$ cat config.mk
export PLATFORM = sky130hd
export DESIGN_NAME = led_fade_pwm
export DESIGN_NICKNAME = d
export VERILOG_FILES = /design/src/rtl/led_fade_pwm.sv
export SDC_FILE = /design/constraint.sdc
export NUM_CORES = 1
export LEC_CHECK = 0
export ABC_CLOCK_PERIOD_IN_PS = 7800
export BUFFER_PORTS_ARGS = -buffer_cell sky130_fd_sc_hd__buf_2
export CAP_MARGIN = 0
export CORE_MARGIN = 2
export CORE_UTILIZATION = 62
export CTS_CLUSTER_DIAMETER = 120
export DETAILED_ROUTE_END_ITERATION = 7
export PLACE_DENSITY = 0.84
export SYNTH_ARGS = -nofsm -noshare
export SYNTH_HDL_FRONTEND = slang
export SYNTH_SLANG_ARGS = --single-unit
$ cat constraint.sdc
create_clock -name clk_100K -period 7.8 [get_ports clk_100K]
set_input_delay 1.56 -clock clk_100K [delete_from_list [all_inputs] [get_ports clk_100K]]
set_output_delay 1.56 -clock clk_100K [all_outputs]
set_load 0.01 [all_outputs]
$ cat src/rtl/led_fade_pwm.sv
// LED brightness fader: free-running PWM whose duty level ramps one LSB at a time toward a
// requested target, changing only at PWM period boundaries so each period is glitch-free.
module led_fade_pwm #(
    parameter int unsigned PWM_BITS       = 8,
    parameter int unsigned FADE_STEP_PRDS = 4
) (
    input  logic                clk_100K,
    input  logic                rst,
    input  logic [PWM_BITS-1:0] target_i,
    input  logic                target_valid_i,
    output logic                target_ready_o,
    output logic                led_o,
    output logic [PWM_BITS-1:0] level_o,
    output logic                busy_o
);

    localparam int unsigned StepW = (FADE_STEP_PRDS > 1) ? $clog2(FADE_STEP_PRDS) : 1;

    // Counter tops out one short of the level maximum so level max means "always on".
    localparam logic [PWM_BITS-1:0] CntMax   = PWM_BITS'((1 << PWM_BITS) - 2);
    localparam logic [StepW-1:0]    StepLast = StepW'(FADE_STEP_PRDS - 1);

    typedef enum logic [0:0] {
        StIdle,
        StFade
    } state_e;

    state_e              state_q, state_d;
    logic [PWM_BITS-1:0] pwm_cnt_q, pwm_cnt_d;
    logic [PWM_BITS-1:0] level_q, level_d;
    logic [PWM_BITS-1:0] target_q, target_d;
    logic [StepW-1:0]    step_q, step_d;
    logic                led_q, led_d;

    logic                boundary;
    logic                accept;
    logic                step_done;
    logic [PWM_BITS-1:0] level_step;

    assign boundary   = (pwm_cnt_q == CntMax);
    assign accept     = target_valid_i && (state_q == StIdle);
    assign step_done  = (state_q == StFade) && boundary && (step_q == StepLast);
    assign level_step = (target_q > level_q) ? level_q + 1'b1 : level_q - 1'b1;

    // State register
    always_ff @(posedge clk_100K or posedge rst) begin
        if (rst) begin
            state_q <= StIdle;
        end else begin
            state_q <= state_d;
        end
    end

    // Next-state logic
    always_comb begin
        state_d = state_q;
        unique case (state_q)
            StIdle: begin
                if (accept && (target_i != level_q)) begin
                    state_d = StFade;
                end
            end
            StFade: begin
                if (step_done && (level_step == target_q)) begin
                    state_d = StIdle;
                end
            end
        endcase
    end

    // FSM outputs
    always_comb begin
        target_ready_o = 1'b0;
        busy_o         = 1'b0;
        unique case (state_q)
            StIdle: target_ready_o = 1'b1;
            StFade: busy_o         = 1'b1;
        endcase
    end

    // Datapath next-state
    always_comb begin
        pwm_cnt_d = boundary ? '0 : pwm_cnt_q + 1'b1;
        led_d     = (pwm_cnt_q < level_q);
        level_d   = step_done ? level_step : level_q;
        target_d  = target_q;
        step_d    = step_q;
        if (accept) begin
            target_d = target_i;
            step_d   = '0;
        end else if ((state_q == StFade) && boundary) begin
            step_d = (step_q == StepLast) ? '0 : step_q + 1'b1;
        end
    end

    always_ff @(posedge clk_100K or posedge rst) begin
        if (rst) begin
            pwm_cnt_q <= '0;
            level_q   <= '0;
            target_q  <= '0;
            step_q    <= '0;
            led_q     <= 1'b0;
        end else begin
            pwm_cnt_q <= pwm_cnt_d;
            level_q   <= level_d;
            target_q  <= target_d;
            step_q    <= step_d;
            led_q     <= led_d;
        end
    end

    assign led_o   = led_q;
    assign level_o = level_q;

endmodule

==> key figures <==
Yosys
  – Mapped Cells: 196
  – Share of the synthesized area in the top cell type: 35.7%
  – Main combinational cell family by area after synthesis: adder cells
  – Yosys top cell by area: dfrtp_1
  – Syn nets: 233
  – Asr flop ratio synth: 100%
  – Mux cell area share after synthesis: under 10%
  – Post-synthesis register bit count: 28
  – Synth Area in Adders: 17.0%
  – Synth Area in Compound Gates: around 11%
  – Sequential area share after synthesis: 35.7%
  – Mapped Area: between 1500 and 2000 µm²
  – Post-Synth Simple-Gate Area: between 10 and 15%
  – Main synth FF type: dfrtp_1
  – Top cells by area, synth: dfrtp_1 36%, ha_1 16%, xor2_1 7.6%, mux2_2 5.7%, xnor2_1 4.5%
  – Number of synthesized flops with an enable pin: 0
  – Yosys cell types: 33
  – Avg Cell Area, Syn: 10.0 µm²
  – Post-Synth XOR/XNOR Area: 13.2%
  – Number of synthesis warnings: 0

Route
  – Vias/cell: 5.59
  – Via count: 1469
  – First-pass DRT Iterations: 4
  – DRC Markers: 0
  – First DRT Iteration DRCs: 90
  – Routed WL: 3.92 mm
  – Routed WL per cell: around 15 µm
  – Final antenna-violating net count: 0

Floorplanning
  – Die ar.: about 3600 µm²
  – FP Rows: 20
  – DIE HEIGHT: approximately 60 µm
  – Number of I/O pins: 22
  – Starting Density: 64.8%
  – Placeable Area: 3030 µm²
  – Die W: 60.2 µm

CTS
  – Cts hold-fix bufs: 0
  – CTS tree: built
  – Max clock buf depth: 2
  – Post-cts sizing count: 0
  – Inserted Clock Buffers: 3
  – H-tree levels: 1
  – Clock Latency Late Sink: around 0.33 ns
  – Setup Fix Bufs, Post-CTS: 0
  – Root Driver: clkbuf_4
  – TritonCTS Sinks: 28
  – Clock transition at path regs: 0.15 ns

STA
  – Setup-failing EPs final: 0
  – Max-slew violations: 0
  – Post-Route Skew: 0.00461 ns
  – Final Cycle Share: a little under half
  – Final worst setup slack: 4.08 ns
  – Sum Neg Setup Slack: 0 ns
  – Least-Margin Pin Slew: 1.05 ns
  – RSZ-0062 raised after global routing: false
  – Final hold vios: 0
  – Relative slew slack: 30.1%
  – Tmin final: 3.72 ns
  – Fmax achieved: 269 MHz

Finish
  – Syn-to-layout area delta: 10.5%
  – Total Nets Final: roughly 260
  – Inserted Diodes: 0
  – Ratio of cells with drive above 1 in the final layout: 18.7%
  – Fin cells: 263

Placed design
  – Dpl ws: 4.12 ns
  – Placed cells: 259
  – Detail Placement HPWL: 3.08 mm
  – Port-buffer cells: 21
  – RD Place Congestion: around 0.91

Pwr
  – P_leak: 0.00107 µW
  – Worst vdd ir: 120 µV
  – Pwr/cell area: 158 nW/µm²

Hold path
  – WHS Path Cells: 1
  – Hold WC Path Type: flip-flop to flip-flop

Critical path
  – CP max FO: 9
  – Crit path buffers/inverters: 1
  – CP arrival: around 3.9 ns
  – CP dominant cell by count: ha_1
  – Reg2Reg Depth: 14
  – Slowest CP cell: or4_1
  – Crit start category: flip-flop
  – Delay-heaviest family, CP: simple AND/OR/NAND/NOR gates
  – Critical path depth in cells: 14
  – Setup Crit Path Kind: flip-flop to flip-flop
  – Element type at the critical path end: flip-flop
  – Critical path's largest stage delay: about 0.5 ns
  – WP data required: approximately 8.0 ns
  – Critical path cell sequence: inv_1, ha_1, nor2b_4, o211ai_2, a21oi_2, o32ai_4, ha_1, nor2b_1, o21a_1, or2_2, xnor2_1, or4_1, nor4_1, a31oi_1

Run status
  – Outcome: completed

GRT
  – Pin count of the biggest net entering global routing: 29
  – Congestion Overflow GR: 0
  – Number of global-route vias before repair: 1403
  – First-pass GRT wire length: 6.60 mm
  – Initial antenna violation count: 0
  – GRT Resource Usage Total: 24.7%

Job
  – Max Cap Viol: 0
-- cell families (layout without fill, tap and decap cells) --
logic type	after synthesis	in the layout
simple gates	56	56
fa+ha+maj	26	26
xor+xnor	28	28
mux	10	10
compound gates	32	32
buf+inv	16	39
flops	28	28
-- cell usage after synthesis, types with 3 or more instances --
cell type / number
dfrtp_1: 28
xnor2_1: 10
nand3_1: 11
nand2b_1: 3
nor3_1: 3
nor2_1: 12
xor2_1: 17
a21o_1: 3
mux2_2: 10
nand2_1: 14
nor4_1: 3
a31oi_1: 3
ha_1: 25
a21oi_1: 6
nand4_1: 3
o21ai_0: 12
inv_1: 14
-- flip-flops by register name (all words and copies together) (netlist names) --
name       flops
level_o        8
target_q       8
step_q         2
state_q        1
led_o          1
pwm_cnt_q      8
-- worst register-to-register path, stage by stage, from the launching register on --
cell and delay (ns):
dfrtp_1 0.45, inv_1 0.12, ha_1 0.32, nor2b_4 0.13
o211ai_2 0.14, a21oi_2 0.09, o32ai_4 0.48, ha_1 0.34
nor2b_1 0.13, o21a_1 0.17, or2_2 0.31, xnor2_1 0.13
or4_1 0.50, nor4_1 0.18, a31oi_1 0.12
-- cell usage in the layout, fill, tap and decap left out, types with 11 or more instances in the layout --
master and n:
dfrtp_1 28, ha_1 25, buf_2 21, xor2_1 17, inv_1 14, nand2_1 14
o21ai_0 12, nor2_1 12, nand3_1 11
-- report_power, final --
| part | total (µW) | leakage, µW | switching [µW] | internal, µW |
|---|---|---|---|---|
| combinational | 91.6 | 0.000679 | 49.7 | 41.9 |
| clock | 95.2 | 0.0000279 | 43.2 | 52.0 |
| sequential | 155 | 0.000359 | 4.85 | 150 |
-- stage by stage --
stage                     instance area, µm²  total power (µW)  hold WS, ns  util (%)
after floorplan                         1960               227        0.459         -
after global placement                  2110               244        0.479      69.8
after detailed placement                2110               247        0.482      69.8
after CTS                               2170               343        0.502      71.5
after global routing                    2170               360        0.532      71.5
final                                   2170               342        0.514      71.5
-- area by class of cell --
class,count,area (µm²)
Multi-Input combinational cell,152,1200
Clock inverter,1,30.0
Sequential cell,28,701
Timing Repair Buffer,21,105
Inverter,14,52.6
Tap cell,44,55.1
Fill cell,221,862
Clock buffer,3,22.5
-- path summary, 6_finish.rpt --
kind                            start      endpoint  slack [ns]
max reg2reg                level_o[1]       state_q        4.08
max in group asynchronous         rst    level_o[4]        5.72
min in group asynchronous         rst  pwm_cnt_q[7]        1.45
min                         step_q[0]     step_q[0]        0.51
min reg2reg                 step_q[0]     step_q[0]        0.51
max                        level_o[1]       state_q        4.08
-- layer usage --
layer	routed length, µm	GRT usage, %
met1	1870	34.2
met2	1800	40.1
met3	185	3.25
met4	55	7.30
met5	0	0
Power figures use the tool's default switching activity.
